$ cat config.mk
export PLATFORM = sky130hd
export DESIGN_NAME = mac_sequencer_flat
export DESIGN_NICKNAME = d
export VERILOG_FILES = /design/src/rtl/mac_seq_if.sv /design/src/rtl/mac_sequencer.sv /design/src/flat_wrapper.sv
export SDC_FILE = /design/constraint.sdc
export NUM_CORES = 1
export LEC_CHECK = 0
export CORE_MARGIN = 1
export CORE_UTILIZATION = 30
export CTS_CLUSTER_DIAMETER = 200
export DETAILED_ROUTE_END_ITERATION = 10
export DONT_BUFFER_PORTS = 1
export PLACE_DENSITY = 0.44
export SLEW_MARGIN = 20
export SYNTH_ARGS = -nofsm -noshare
export SYNTH_HDL_FRONTEND = slang
export SYNTH_SLANG_ARGS = --single-unit
$ cat constraint.sdc
create_clock -name clk -period 4.4 [get_ports clk]
set_clock_uncertainty 0.15 [all_clocks]
set_input_delay 0.22 -clock clk [delete_from_list [all_inputs] [get_ports clk]]
set_output_delay 0.22 -clock clk [all_outputs]
set_load 0.1 [all_outputs]
$ cat src/rtl/mac_seq_if.sv
// Handshake and datapath-control bundle between the Minilab1B sequencer and
// its environment (fill unit, FIFOs, MAC array).
interface mac_seq_if #(
    parameter int NUM_FIFOS  = 9,
    parameter int ADDR_WIDTH = 32
);
    logic                  start;
    logic [ADDR_WIDTH-1:0] base_addr;
    logic                  fill;
    logic [ADDR_WIDTH-1:0] fill_addr;
    logic                  fill_done;
    logic [NUM_FIFOS-1:0]  fifo_empty;
    logic [NUM_FIFOS-1:0]  fifo_rden;
    logic                  mac_clr;
    logic [NUM_FIFOS-2:0]  mac_en;
    logic                  busy;
    logic                  done;
    logic                  err;

    modport master (
        output start, base_addr, fill_done, fifo_empty,
        input  fill, fill_addr, fifo_rden, mac_clr, mac_en, busy, done, err
    );

    modport slave (
        input  start, base_addr, fill_done, fifo_empty,
        output fill, fill_addr, fifo_rden, mac_clr, mac_en, busy, done, err
    );
endinterface

$ cat src/rtl/mac_sequencer.sv
// Sequencer for the Minilab1B matrix-vector datapath: fill FIFOs, clear the
// MACs, stream skewed read/MAC enables, then report done or a sticky error.
module mac_sequencer #(
    parameter int NUM_FIFOS    = 9,
    parameter int DEPTH        = 8,
    parameter int ADDR_WIDTH   = 32,
    parameter int MAC_LAT      = 2,
    parameter int FILL_TIMEOUT = 1024
) (
    input  logic     clk,
    input  logic     rst,
    mac_seq_if.slave bus_if
);
    localparam int ROWS    = NUM_FIFOS - 1;
    localparam int RUN_LEN = DEPTH + ROWS - 1;
    localparam int CNT_W   = $clog2(RUN_LEN + MAC_LAT + 1);
    localparam int TMO_W   = $clog2(FILL_TIMEOUT + 1);

    localparam logic [CNT_W-1:0] RUN_LAST   = CNT_W'(RUN_LEN - 1);
    localparam logic [CNT_W-1:0] DRAIN_LAST = CNT_W'(MAC_LAT - 1);
    localparam logic [TMO_W-1:0] TMO_LAST   = TMO_W'(FILL_TIMEOUT - 1);

    typedef enum logic [2:0] {
        S_IDLE  = 3'd0,
        S_FILL  = 3'd1,
        S_WAIT  = 3'd2,
        S_CLR   = 3'd3,
        S_RUN   = 3'd4,
        S_DRAIN = 3'd5,
        S_DONE  = 3'd6
    } state_t;

    state_t                state_q, state_d;
    logic [CNT_W-1:0]      cnt_q, cnt_d;
    logic [TMO_W-1:0]      tmo_q, tmo_d;
    logic [ADDR_WIDTH-1:0] fill_addr_q, fill_addr_d;
    logic                  err_q, err_d;
    logic                  fill_q, fill_d;
    logic                  mac_clr_q, mac_clr_d;
    logic                  busy_q, busy_d;
    logic                  done_q, done_d;
    logic [NUM_FIFOS-1:0]  rden_q, rden_d;
    logic [ROWS-1:0]       mac_en_q, mac_en_d;
    logic [NUM_FIFOS-1:0]  rden_want_s;
    logic                  underflow_s;

    // Systolic skew: row i reads during RUN cycles i..i+DEPTH-1, the B vector during 0..DEPTH-1.
    function automatic logic [NUM_FIFOS-1:0] rden_pattern(input logic [CNT_W-1:0] c);
        logic [NUM_FIFOS-1:0] r;
        r = '0;
        for (int i = 0; i < ROWS; i++) begin
            r[i] = (int'(c) >= i) && (int'(c) <= i + DEPTH - 1);
        end
        r[ROWS] = (int'(c) <= DEPTH - 1);
        return r;
    endfunction

    // Next-state and next-output decode; outputs are loaded for the cycle being entered.
    always_comb begin
        state_d     = state_q;
        cnt_d       = cnt_q;
        tmo_d       = tmo_q;
        fill_addr_d = fill_addr_q;
        err_d       = err_q;
        case (state_q)
            S_IDLE: begin
                if (bus_if.start) begin
                    state_d     = S_FILL;
                    fill_addr_d = bus_if.base_addr;
                    err_d       = 1'b0;
                end else begin
                    state_d = S_IDLE;
                end
            end
            S_FILL: begin
                state_d = S_WAIT;
                tmo_d   = '0;
            end
            S_WAIT: begin
                // fill_done takes priority over a timeout landing in the same cycle
                if (bus_if.fill_done) begin
                    state_d = S_CLR;
                end else if (tmo_q == TMO_LAST) begin
                    state_d = S_IDLE;
                    err_d   = 1'b1;
                end else begin
                    tmo_d = tmo_q + 1'b1;
                end
            end
            S_CLR: begin
                state_d = S_RUN;
                cnt_d   = '0;
            end
            S_RUN: begin
                if (cnt_q == RUN_LAST) begin
                    state_d = S_DRAIN;
                    cnt_d   = '0;
                end else begin
                    cnt_d = cnt_q + 1'b1;
                end
            end
            S_DRAIN: begin
                if (cnt_q == DRAIN_LAST) begin
                    state_d = S_DONE;
                end else begin
                    cnt_d = cnt_q + 1'b1;
                end
            end
            S_DONE: begin
                state_d = S_IDLE;
            end
            default: begin
                state_d = S_IDLE;
            end
        endcase

        if (state_d == S_RUN) begin
            rden_want_s = rden_pattern(cnt_d);
        end else begin
            rden_want_s = '0;
        end
        // Empty flags are judged at the edge that would launch the read.
        underflow_s = |(rden_want_s & bus_if.fifo_empty);

        if (underflow_s) begin
            state_d  = S_IDLE;
            err_d    = 1'b1;
            rden_d   = '0;
            mac_en_d = '0;
        end else begin
            rden_d   = rden_want_s;
            mac_en_d = rden_q[ROWS-1:0];
        end

        fill_d    = (state_d == S_FILL);
        mac_clr_d = (state_d == S_CLR);
        busy_d    = (state_d != S_IDLE);
        done_d    = (state_d == S_DONE);
    end

    // State, counters and registered outputs.
    always_ff @(posedge clk or posedge rst) begin
        if (rst) begin
            state_q     <= S_IDLE;
            cnt_q       <= '0;
            tmo_q       <= '0;
            fill_addr_q <= '0;
            err_q       <= 1'b0;
            fill_q      <= 1'b0;
            mac_clr_q   <= 1'b0;
            busy_q      <= 1'b0;
            done_q      <= 1'b0;
            rden_q      <= '0;
            mac_en_q    <= '0;
        end else begin
            state_q     <= state_d;
            cnt_q       <= cnt_d;
            tmo_q       <= tmo_d;
            fill_addr_q <= fill_addr_d;
            err_q       <= err_d;
            fill_q      <= fill_d;
            mac_clr_q   <= mac_clr_d;
            busy_q      <= busy_d;
            done_q      <= done_d;
            rden_q      <= rden_d;
            mac_en_q    <= mac_en_d;
        end
    end

    assign bus_if.fill      = fill_q;
    assign bus_if.fill_addr = fill_addr_q;
    assign bus_if.fifo_rden = rden_q;
    assign bus_if.mac_clr   = mac_clr_q;
    assign bus_if.mac_en    = mac_en_q;
    assign bus_if.busy      = busy_q;
    assign bus_if.done      = done_q;
    assign bus_if.err       = err_q;
endmodule

$ cat src/flat_wrapper.sv
// flat-port wrapper written by rule: the top's interface ports become plain ports
module mac_sequencer_flat 
#(
    parameter int NUM_FIFOS    = 9,
    parameter int DEPTH        = 8,
    parameter int ADDR_WIDTH   = 32,
    parameter int MAC_LAT      = 2,
    parameter int FILL_TIMEOUT = 1024
)
  (clk, rst, bus_if_start, bus_if_base_addr, bus_if_fill_done, bus_if_fifo_empty, bus_if_fill, bus_if_fill_addr, bus_if_fifo_rden, bus_if_mac_clr, bus_if_mac_en, bus_if_busy, bus_if_done, bus_if_err);
  mac_seq_if #(.NUM_FIFOS(NUM_FIFOS), .ADDR_WIDTH(ADDR_WIDTH)) bus_if_i ();
  input  logic clk;
  input  logic rst;
  input wire logic [$bits(bus_if_i.start)-1:0] bus_if_start;
  input wire logic [$bits(bus_if_i.base_addr)-1:0] bus_if_base_addr;
  input wire logic [$bits(bus_if_i.fill_done)-1:0] bus_if_fill_done;
  input wire logic [$bits(bus_if_i.fifo_empty)-1:0] bus_if_fifo_empty;
  output wire logic [$bits(bus_if_i.fill)-1:0] bus_if_fill;
  output wire logic [$bits(bus_if_i.fill_addr)-1:0] bus_if_fill_addr;
  output wire logic [$bits(bus_if_i.fifo_rden)-1:0] bus_if_fifo_rden;
  output wire logic [$bits(bus_if_i.mac_clr)-1:0] bus_if_mac_clr;
  output wire logic [$bits(bus_if_i.mac_en)-1:0] bus_if_mac_en;
  output wire logic [$bits(bus_if_i.busy)-1:0] bus_if_busy;
  output wire logic [$bits(bus_if_i.done)-1:0] bus_if_done;
  output wire logic [$bits(bus_if_i.err)-1:0] bus_if_err;
  assign bus_if_i.start = bus_if_start;
  assign bus_if_i.base_addr = bus_if_base_addr;
  assign bus_if_i.fill_done = bus_if_fill_done;
  assign bus_if_i.fifo_empty = bus_if_fifo_empty;
  assign bus_if_fill = bus_if_i.fill;
  assign bus_if_fill_addr = bus_if_i.fill_addr;
  assign bus_if_fifo_rden = bus_if_i.fifo_rden;
  assign bus_if_mac_clr = bus_if_i.mac_clr;
  assign bus_if_mac_en = bus_if_i.mac_en;
  assign bus_if_busy = bus_if_i.busy;
  assign bus_if_done = bus_if_i.done;
  assign bus_if_err = bus_if_i.err;
  mac_sequencer #(.NUM_FIFOS(NUM_FIFOS), .DEPTH(DEPTH), .ADDR_WIDTH(ADDR_WIDTH), .MAC_LAT(MAC_LAT), .FILL_TIMEOUT(FILL_TIMEOUT)) u_core (.clk(clk), .rst(rst), .bus_if(bus_if_i));
endmodule
==> flow_results.org <==
** CTS
- After clock tree synthesis, the clock-pin slew on the worst setup and hold paths is about 60 ps.
- Clock sink count :: 72
- Postcts setup bufs :: 0
- Root buffer cell :: sky130_fd_sc_hd__clkbuf_16
- After clock tree synthesis, the flow added hold-fix buffers numbering 35.
- The H-tree generated during clock tree synthesis spans 3 levels.
- Clk Latency, worst-skew pair :: between 300 and 400 ps
- The longest clock path from root to sink contains 2 buffers.
- After clock tree synthesis, the repair step resized 0 gates.
- Counting the buffers created by CTS gives 9.
- TritonCTS built the clock tree.

** Detailed routing
- Initial detailed-routing violation count :: about 180
- Mean routed wirelength per cell :: ~17 um
- In the routed design, unresolved DRC markers number 0.
- The routed layout has 2440 vias.
- The count of nets left with antenna violations once routing finished came out at 0.
- Number of iterations in the first detailed-routing pass :: 4
- Summed over all layers, the routed wires come to just under 8 mm.
- Vias per cell :: just over 5

** Critical path
- Of all nets on the critical path, the largest fanout is 18.
- The worst setup path is of the reg -> reg kind.
- Startpoint kind of the worst setup timing path :: register
- Data arrives at the worst endpoint at 3310 ps.
- Type of destination of the critical path :: register
- Required time of the critical path :: ~4400 ps

** Synth
- The mapped netlist covers approximately 0.0035 mm2.
- After synthesis the netlist holds a flip-flop and latch count of 72.
- Of the synthesized area, sequential elements account for 52.1%.
- Number of enable flip-flop cells after synthesis :: 0
- Async set-or-reset flop fraction in the synthesized netlist :: 100%
- Averaged over all synthesized cells, the footprint is roughly 12 um2.
- Among all flip-flop cells after synthesis, the most frequent one is sky130_fd_sc_hd__dfrtp_1.
- Sorting the synthesized cells by area gives the leading types as sky130_fd_sc_hd__dfrtp_1, sky130_fd_sc_hd__mux2_2, sky130_fd_sc_hd__nor4_1.
- The most common cell in the synthesized netlist is sky130_fd_sc_hd__dfrtp_1.
- After synthesis, the netlist uses 66 different library cells.
- Synthesis Warnings :: 0
- Library cell with the largest summed area after synthesis :: sky130_fd_sc_hd__dfrtp_1
- Top cells by instance count after synthesis :: sky130_fd_sc_hd__dfrtp_1, sky130_fd_sc_hd__mux2_2, sky130_fd_sc_hd__inv_1
- Cells after Synth :: slightly below 300
- After synthesis, the largest area contributor takes up 52.1% of total cell area.
- Syn_nets :: approximately 340

** Floorplan
- Vertical die dimension :: roughly 110 um
- Standard cell core area :: approximately 0.011 mm2
- The floorplan has 38 rows.
- Initial core utilization :: 31.4%
- Total I/O pin count :: between 90 and 100
- Overall die width :: 109 um
- The floorplan step defined a die boundary enclosing between 0.01 and 0.015 mm2.

** Finish
- Growth of design area from synthesis to finish :: 22.7%
- After the last flow step, the layout net total stands at between 300 and 400.
- Flip-flop and latch area :: ~0.0018 mm2
- Ant. Diodes :: 0
- Cells with a size suffix above 1 make up about a quarter of the layout.
- Filler Cells Inserted :: 1047
- Area occupied by multi-input gates :: between 0.0015 and 0.002 mm2

** Status
- Outcome :: finished clean

** Placed design
- DPL Wire Length :: 5.15 mm
- The congestion estimate from routability-driven global placement came to around 0.88.
- Total of buffers placed on input and output ports :: 0

** Timing
- Final min period :: about 3300 ps
- Achievable frequency :: 0.303 GHz
- For the pin with the worst max-slew slack, the measured transition is 964 ps.
- For the final routed database, the setup TNS stands at 0 ps.
- Total count of max-transition violations in the final report :: 0
- Measured against its own limit, the worst slew margin works out to approximately 36%.
- The count of final hold-check violations was 0.
- Setup repair after global routing left no endpoint under its margin.
- Number of setup violations in the final report :: 0
- Share of the clock period used by the worst path :: between 70% and 80%

** Flow run
- The tool flagged a number of max-cap violations equal to 0.

** GRT
- Maximum number of pins on one net before global-route repair :: 44
- Vias in the first global route :: roughly 2400
- The initial antenna violation count was 0.
- For this run the aggregate overflow at the end of global routing stands at 0.
- Total routing usage reported by global routing :: approximately 14%
- Global-route wire length before repair :: 12.3 mm

** Hold path
- Kind of path behind the tightest hold check :: in -> reg
[layout by cell type (no fill, tap or decap), types with 4 or more instances in the layout]
master	Yosys	layout
sky130_fd_sc_hd__mux2_2	32	32
sky130_fd_sc_hd__o21ai_0	9	9
sky130_fd_sc_hd__dfrtp_1	72	71
sky130_fd_sc_hd__a21oi_1	8	8
sky130_fd_sc_hd__dlygate4sd3_1	0	35
sky130_fd_sc_hd__inv_1	17	16
sky130_fd_sc_hd__nor4_1	14	14
sky130_fd_sc_hd__xor2_1	6	6
sky130_fd_sc_hd__nor2_1	11	11
sky130_fd_sc_hd__nand4_1	6	6
sky130_fd_sc_hd__nor3_1	4	4
sky130_fd_sc_hd__xnor2_1	5	5
sky130_fd_sc_hd__clkbuf_16	0	9
sky130_fd_sc_hd__nand3_1	10	10
sky130_fd_sc_hd__ha_1	4	4
sky130_fd_sc_hd__nand2_1	12	12
sky130_fd_sc_hd__inv_2	3	4
[worst max-delay path: stages, from the launching register on]
cell,delay (ps)
sky130_fd_sc_hd__dfrtp_1,650
sky130_fd_sc_hd__nand3b_2,300
sky130_fd_sc_hd__a211o_1,360
sky130_fd_sc_hd__and3_1,320
sky130_fd_sc_hd__nor4_2,380
sky130_fd_sc_hd__a211oi_2,160
sky130_fd_sc_hd__nor3b_4,650
sky130_fd_sc_hd__a2111oi_0,160
[path summary, 6_finish.rpt]
check	startpoint	end	slack [ps]	cells past startpoint
hold reg to reg	u_core.tmo_q[0]	u_core.tmo_q[0]	350	1
max in group asynchronous	rst	u_core.bus_if.fill_addr[28]	2830	3
min in group asynchronous	rst	u_core.bus_if.fill_addr[26]	280	2
setup reg to reg	u_core.state_q[0]	u_core.state_q[2]	1100	7
setup / recovery	u_core.state_q[0]	u_core.state_q[2]	1100	7
hold / removal	bus_if_fifo_empty[1]	u_core.bus_if.fifo_rden[3]	100	2
[registers in the layout (all words and copies together), names as in the netlist]
register / cells
u_core.bus_if.err: 1
u_core.bus_if.mac_en: 8
u_core.tmo_q: 11
u_core.bus_if.fifo_rden: 8
u_core.bus_if.mac_clr: 1
u_core.state_q: 3
u_core.bus_if.fill: 1
u_core.bus_if.busy: 1
u_core.cnt_q: 5
u_core.bus_if.done: 1
u_core.bus_if.fill_addr: 32
[cell type report]
type,instances,area share (%)
multi-input combinational,188,35.9
clock inverter,5,1.33
tap,140,4.13
inverter,20,1.77
clock buffer,10,5.63
sequential,72,42.5
timing repair buffer,38,8.78
[per-stage QoR]
step / cells / setup WS (ps) / utilization, % / area (um2) / hold WS [ps]
final: 473 / 1100 / 38.5 / 4250 / 100
after detailed placement: 423 / 958 / 32.5 / 3590 / 76.3
after CTS: 473 / 945 / 38.4 / 4230 / 61.3
after global routing: 473 / 763 / 38.5 / 4250 / 94.2
after global placement: 423 / 977 / 32.5 / 3590 / 78.8
after floorplan: 293 / 1560 / - / 3460 / 222
[logic make-up after synthesis]
logic type | after synthesis | synth area share, %
AND/OR/NAND/NOR | 87 | 16.0
AO/OA/AOI/OAI | 48 | 10.5
multiplexers | 37 | 12.4
buffers and inverters | 33 | 4.41
adder cells (fa/ha/maj) | 4 | 1.45
flip-flops | 72 | 52.1
XOR/XNOR | 12 | 3.26
[routing by layer]
metal,vias up,track usage [%],wire [um]
li1,1148,-,-
met1,1188,17.4,3400
met2,96,20.6,3670
met3,8,5.33,673
met4,0,5.05,113
met5,-,0,0
Power is left out: the tool's default activity adds up to more than one toggle a clock period on the data nets, which glitch-free logic cannot reach.
